--- src/rtl/piso_shift_reg_pkg.sv ---
// Shared shift-register definitions: FSM state encoding and default word width.
package piso_shift_reg_pkg;

    localparam int unsigned SR_DEFAULT_WIDTH = 4;

    typedef enum logic {
        IDLE  = 1'b0,
        SHIFT = 1'b1
    } sr_state_e;

endpackage

--- src/rtl/piso_shift_reg.sv ---
// Parallel-in/serial-out shift register with valid/ready load and framing strobes.
// Back-to-back words are accepted on the last-bit cycle for gap-free streaming.
module piso_shift_reg
    import piso_shift_reg_pkg::*;
#(
    parameter int unsigned WIDTH     = SR_DEFAULT_WIDTH,
    parameter bit          MSB_FIRST = 1'b1
) (
    input  logic             clk,
    input  logic             rst,
    input  logic [WIDTH-1:0] p_in,
    input  logic             load_valid,
    output logic             load_ready,
    input  logic             shift_en,
    output logic             s_out,
    output logic             s_valid,
    output logic             s_last,
    output logic             busy
);

    localparam int unsigned CNT_W = $clog2(WIDTH);

    sr_state_e        state_q, state_d;
    logic [WIDTH-1:0] shreg_q, shreg_d;
    logic [CNT_W-1:0] cnt_q, cnt_d;
    logic             s_out_q, s_out_d;
    logic             s_valid_q, s_valid_d;
    logic             s_last_q, s_last_d;
    logic             busy_q, busy_d;
    logic [WIDTH-1:0] shifted;
    logic             last_bit;

    assign last_bit = (cnt_q == '0);

    // Ready while idle, or on the final enabled bit so a new word follows with no gap.
    assign load_ready = rst && ((state_q == IDLE) ||
                                (state_q == SHIFT && last_bit && shift_en));

    always_comb begin
        if (MSB_FIRST) begin
            shifted = {shreg_q[WIDTH-2:0], 1'b0};
        end else begin
            shifted = {1'b0, shreg_q[WIDTH-1:1]};
        end
    end

    always_comb begin
        state_d = state_q;
        shreg_d = shreg_q;
        cnt_d   = cnt_q;

        unique case (state_q)
            IDLE: begin
                if (load_valid) begin
                    shreg_d = p_in;
                    cnt_d   = CNT_W'(WIDTH - 1);
                    state_d = SHIFT;
                end
            end
            SHIFT: begin
                if (shift_en) begin
                    if (!last_bit) begin
                        shreg_d = shifted;
                        cnt_d   = cnt_q - CNT_W'(1);
                    end else if (load_valid) begin
                        shreg_d = p_in;
                        cnt_d   = CNT_W'(WIDTH - 1);
                    end else begin
                        shreg_d = '0;
                        state_d = IDLE;
                    end
                end
            end
            default: begin
                state_d = IDLE;
            end
        endcase

        s_valid_d = (state_d == SHIFT);
        busy_d    = (state_d == SHIFT);
        s_last_d  = (state_d == SHIFT) && (cnt_d == '0);
        if (state_d == SHIFT) begin
            s_out_d = MSB_FIRST ? shreg_d[WIDTH-1] : shreg_d[0];
        end else begin
            s_out_d = 1'b0;
        end
    end

    always_ff @(posedge clk) begin
        if (!rst) begin
            state_q   <= IDLE;
            shreg_q   <= '0;
            cnt_q     <= '0;
            s_out_q   <= 1'b0;
            s_valid_q <= 1'b0;
            s_last_q  <= 1'b0;
            busy_q    <= 1'b0;
        end else begin
            state_q   <= state_d;
            shreg_q   <= shreg_d;
            cnt_q     <= cnt_d;
            s_out_q   <= s_out_d;
            s_valid_q <= s_valid_d;
            s_last_q  <= s_last_d;
            busy_q    <= busy_d;
        end
    end

    assign s_out   = s_out_q;
    assign s_valid = s_valid_q;
    assign s_last  = s_last_q;
    assign busy    = busy_q;

endmodule

--- config.mk ---
export PLATFORM = sky130hd
export DESIGN_NAME = piso_shift_reg
export DESIGN_NICKNAME = d
export VERILOG_FILES = /design/src/rtl/piso_shift_reg_pkg.sv /design/src/rtl/piso_shift_reg.sv
export SDC_FILE = /design/constraint.sdc
export NUM_CORES = 1
export LEC_CHECK = 0
export ABC_AREA = 1
export ABC_CLOCK_PERIOD_IN_PS = 1300
export CAP_MARGIN = 30
export CORE_AREA = 2 2 39 41
export CTS_CLUSTER_DIAMETER = 150
export CTS_CLUSTER_SIZE = 40
export DETAILED_ROUTE_END_ITERATION = 7
export DIE_AREA = 0 0 41 43
export PLACE_DENSITY_LB_ADDON = 0.2
export SETUP_SLACK_MARGIN = 0.1
export SLEW_MARGIN = 20
export SYNTH_ARGS = -nofsm -noshare
export SYNTH_HDL_FRONTEND = slang
export SYNTH_SLANG_ARGS = --single-unit
--- constraint.sdc ---
create_clock -name clk -period 1.3 [get_ports clk]
set_input_delay 0.26 -clock clk [delete_from_list [all_inputs] [get_ports clk]]
set_output_delay 0.26 -clock clk [all_outputs]
set_load 0.05 [all_outputs]
---- Word level (Yosys, flattened, before mapping) ----
Cells that the tools add are included.
storage, ports and cells
  register bits ........................... 9
  bits in latches ......................... 0
  memory bits (writable) .................. 0
  ROM bits ................................ 0
  input port bits ......................... 8
  output and inout bits ................... 5
  word-level logic and storage cells ...... 32
  memories kept ........................... 0
operators by class
  add/subtract/negate cells ............... 1
  $mul .................................... 0
  div/mod/pow operators ................... 0
  $lt $le $gt $ge ......................... 0
  equality and inequality tests ........... 2
  shift operators ......................... 0
  muxes and demuxes ....................... 13
  bitwise operators ....................... 1
  reduce and logical (&&, ||, !) cells .... 9
operators with widths
  cell                   number
  $mux W4                4
  $pmux W4 S2            1
  $mux W2                3
  $logic_and A1 B1 Y1    4
  $logic_not A2 Y1       2
  $ne A2 B2 Y1 const B   2
  $pmux W2 S2            1
  $reduce_and A2 Y1      2
  $mux W1                3
  $pmux W1 S2            1
  $sub A2 B1 Y2 const B  1
  $logic_or A1 B1 Y1     1
  $not A1 Y1             1

---- Logic depth before layout (Yosys ltp) ----
  word-level depth ........................ 6
  mapped depth ............................ 8
  gate-level depth less buffers ........... 8

---- Worst setup path before layout ----
No wires, ideal clock.
  kind .................................... flip-flop to output port
  start point ............................. register busy (netlist name)
  end point ............................... output load_ready
  arrival time ............................ 1487 ps
  setup slack ............................. -447 ps
  cell stages (with the launch flop) ...... 3
  buffers on the path ..................... 1
  cells stage by stage .................... dfxtp_1 buf_6 a21oi_1
RTL lines
  what       RTL line              text
  to (decl)  piso_shift_reg.sv:13  output logic load_ready,

---- Worst setup path in the final report ----
  start point ............................. register cnt_q[0]
  end point ............................... output load_ready
on the way
  word-level cells in the longest chain between the ends .. 5
RTL lines
  what                              RTL line               text
  from (decl)                       piso_shift_reg.sv:25   logic [CNT_W-1:0] cnt_q, cnt_d;
  from (signal assigned)            piso_shift_reg.sv:101  cnt_q <= cnt_d;
  $logic_not A2 Y1                  piso_shift_reg.sv:33   assign last_bit = (cnt_q == '0);
  $logic_and A1 B1 Y1 (2 in a row)  piso_shift_reg.sv:37   (state_q == SHIFT && last_bit && shift_en));
  $logic_or A1 B1 Y1                piso_shift_reg.sv:36   assign load_ready = rst && ((state_q == IDLE) ||
  $logic_and A1 B1 Y1               piso_shift_reg.sv:36
No other way between the ends.

==> results.toml <==
[run_status]
status = "complete, but fails checks"
violations = "negative setup slack"

[pwr]
power_density_nw_per_um2 = 998
vdd_ir_drop_max_mv = 0.978
p_clk_share_pct = 26.3
combPwrFrac_pct = 35.0
switchingPower_uw = 270
p_leak_uw = 0.000408
switching_share_pct = 32.9
p_int_uw = 551
power_uw = 821
power_frac_seq_pct = 38.7

[placement]
dp_hpwl_um = 908
place_congestion = 0.763
port_buffers = 12
pre_cts_slack_ps = -173

[critical_path]
end_kind = "primary output"
cp.required_ps = 1040
start_kind = "flip-flop"
critical_path_buf_inv_count = 2
critPathMaxFanout = 4
critPathTopFamily = "flip-flops"
cp.arrival_ps = 1070
cp_slowest_cell = "dfxtp_2"
path_class = "flip-flop to primary output"
max_stage_delay_ps = 320
timing.critical_path.cells = "inv_2 -> nand3_4 -> a21oi_4 -> buf_12"

[sta]
hold_viol = 0
slew_viol_final = 0
setup_viol = 1
tightest_slew_ps = 212
rsz0062_at_grt = "true"
maxSlewHeadroom_pct = 85.8
fin_skew_ps = 3.24
period_share_pct = 102
fmax_ghz = 0.753
final.setup.worst_slack_ps = -28.6
min_period_ps = 1330

[clock_tree]
hold_buffers = 0
cts-root-buf = "clkbuf_4"
clkSinkCount = 9
cts_tree = "yes"
htree_num_levels = 1
clk_pin_slew_worst_paths_ps = 60
cts_buffers = 3
clkLatencyLatePin_ps = 260
clock_path_buffers = 2

[yosys]
ys.flop_type = "dfxtp_1"
synthCells = 79
synthDistinctLibCells = 15
yosys_warnings = 0
synth_top_area_share_pct = 34.6
seq_area_frac_synth_pct = 34.6
ys_seq_elements = 9
synth-edff-count = 0
syn_avg_cell_area_um2 = 6.59
synthArstFlopShare_pct = 0
synth_largest_area_cell = "dfxtp_1"
syn-num-nets = 87
synth_most_common_cell = "nand2_1"
netlist_area_um2 = 520
synth.cells.most_frequent = "nand2_1 (27), inv_1 (11), dfxtp_1 (9), nand3_1 (9), nor2_1 (5)"
synthTopCellsByArea = "dfxtp_1 (35%), nand2_1 (19%), nand3_1 (8.7%), inv_1 (7.9%), a21oi_2 (5.0%)"

[cells_and_area]
area_delta_synth_final_pct = 57.9
drive_gt1_share_pct = 35.0
nets = 112
diodes = 0

[die]
rows = 14
die_w_um = 41
fp.dieH_um = 43
die-area_um2 = 1760
io_pins = 13
core_um2 = 1380
start_util_pct = 37.6

[detailed_routing]
wl_met2_um = 574
viasPerCell = 4.53
drt_wl_total_um = 1190
drtPass1Iterations = 4
vias = 539
drt_first_iter_violations = 8
ant_nets = 0
top_layer_used = "met3"
wl_per_cell_um = 10.0
route.met3.wl_um = 80
drc = 0
met1_length_um = 534

[job]
maxCapViolCount = 0

[worst_hold_path]
hold_class = "input pin to flip-flop"

[global_routing]
overflow = 0
grt_first_pass_wirelength_um = 2120
grt_use_total_pct = 17.4
grt_max_degree = 8
antenna_found_initial = 0
first_global_vias = 495
## power by group through the flow
| stage | Combinational (µW) | Clock [µW] | Sequential (µW) |
|---|---|---|---|
| 6_report | 287 | 216 | 318 |
| 5_1_grt | 314 | 233 | 321 |
| 4_1_cts | 283 | 222 | 317 |
| 3_5_place_dp | 256 | 0 | 330 |
| 3_3_place_gp | 254 | 0 | 329 |
| 2_1_floorplan | 141 | 0 | 339 |
## layout by cell type, fill, tap and decap left out, types with 2 or more instances in the layout
cell,count
a21oi_1,3
a21oi_2,3
buf_12,5
buf_4,10
clkbuf_4,3
clkdlybuf4s50_1,5
dfxtp_1,6
dfxtp_2,2
inv_1,9
inv_2,5
nand2_1,26
nand3_1,9
nor2_1,5
o21ai_2,2
## cell type report
type / instances / area, µm²
fill: 120 / 562
multi-input combinational: 54 / 290
timing repair buffer: 22 / 246
sequential: 9 / 186
inverter: 14 / 52.6
clock buffer: 4 / 26.3
tap: 16 / 20.0
## metal layers
metal / global-route usage (%) / vias to the layer above
li1: - / 292
met1: 23.1 / 237
met2: 24.7 / 10
met3: 10.5 / 0
met4: 2.00 / 0
met5: 0 / -
## worst reg2reg max path, stage by stage, from the launching register on
cell and delay, ps:
dfxtp_2 320, inv_2 90, nand3_4 90, buf_4 140
buf_4 130, nand2_1 60, nand2_1 60, nand2_2 90
nor2_1 50
## per-stage QoR
step	setup TNS [ps]	std cells	util (%)	hold WS, ps	instance area [µm²]
after floorplan	0	79	-	377	533
after global placement	-736	110	53.6	493	742
after detailed placement	-840	110	53.6	495	742
after CTS	-66.4	118	58.4	508	808
after global routing	-58.8	119	59.4	429	822
final	-28.6	119	59.4	414	822
## registers in the layout, summed over array words and instances, names as in the netlist
signal and flops:
shreg_q 4, s_last 1, cnt_q 2, busy 1, s_out 1
## final timing paths
path / start / end / slack, ps / cells after the start
hold / removal: rst / busy / 410 / 4
setup reg to reg: cnt_q[0] / s_out / 150 / 8
hold reg to reg: shreg_q[0] / shreg_q[0] / 510 / 2
setup / recovery: cnt_q[0] / load_ready / -30 / 4
## cell families after synthesis
family / count (synthesis) / share of synthesized area [%]
compound gates: 11 / 16.8
simple gates: 43 / 34.9
buf+inv: 16 / 13.7
flops: 9 / 34.6
## repair_timing
item	CTS	global route
setup buffers	4	1
resized for setup	6	3
pin swaps	2	2
setup endpoints to repair	3	3
No activity file was read; power rests on OpenSTA's default activity.
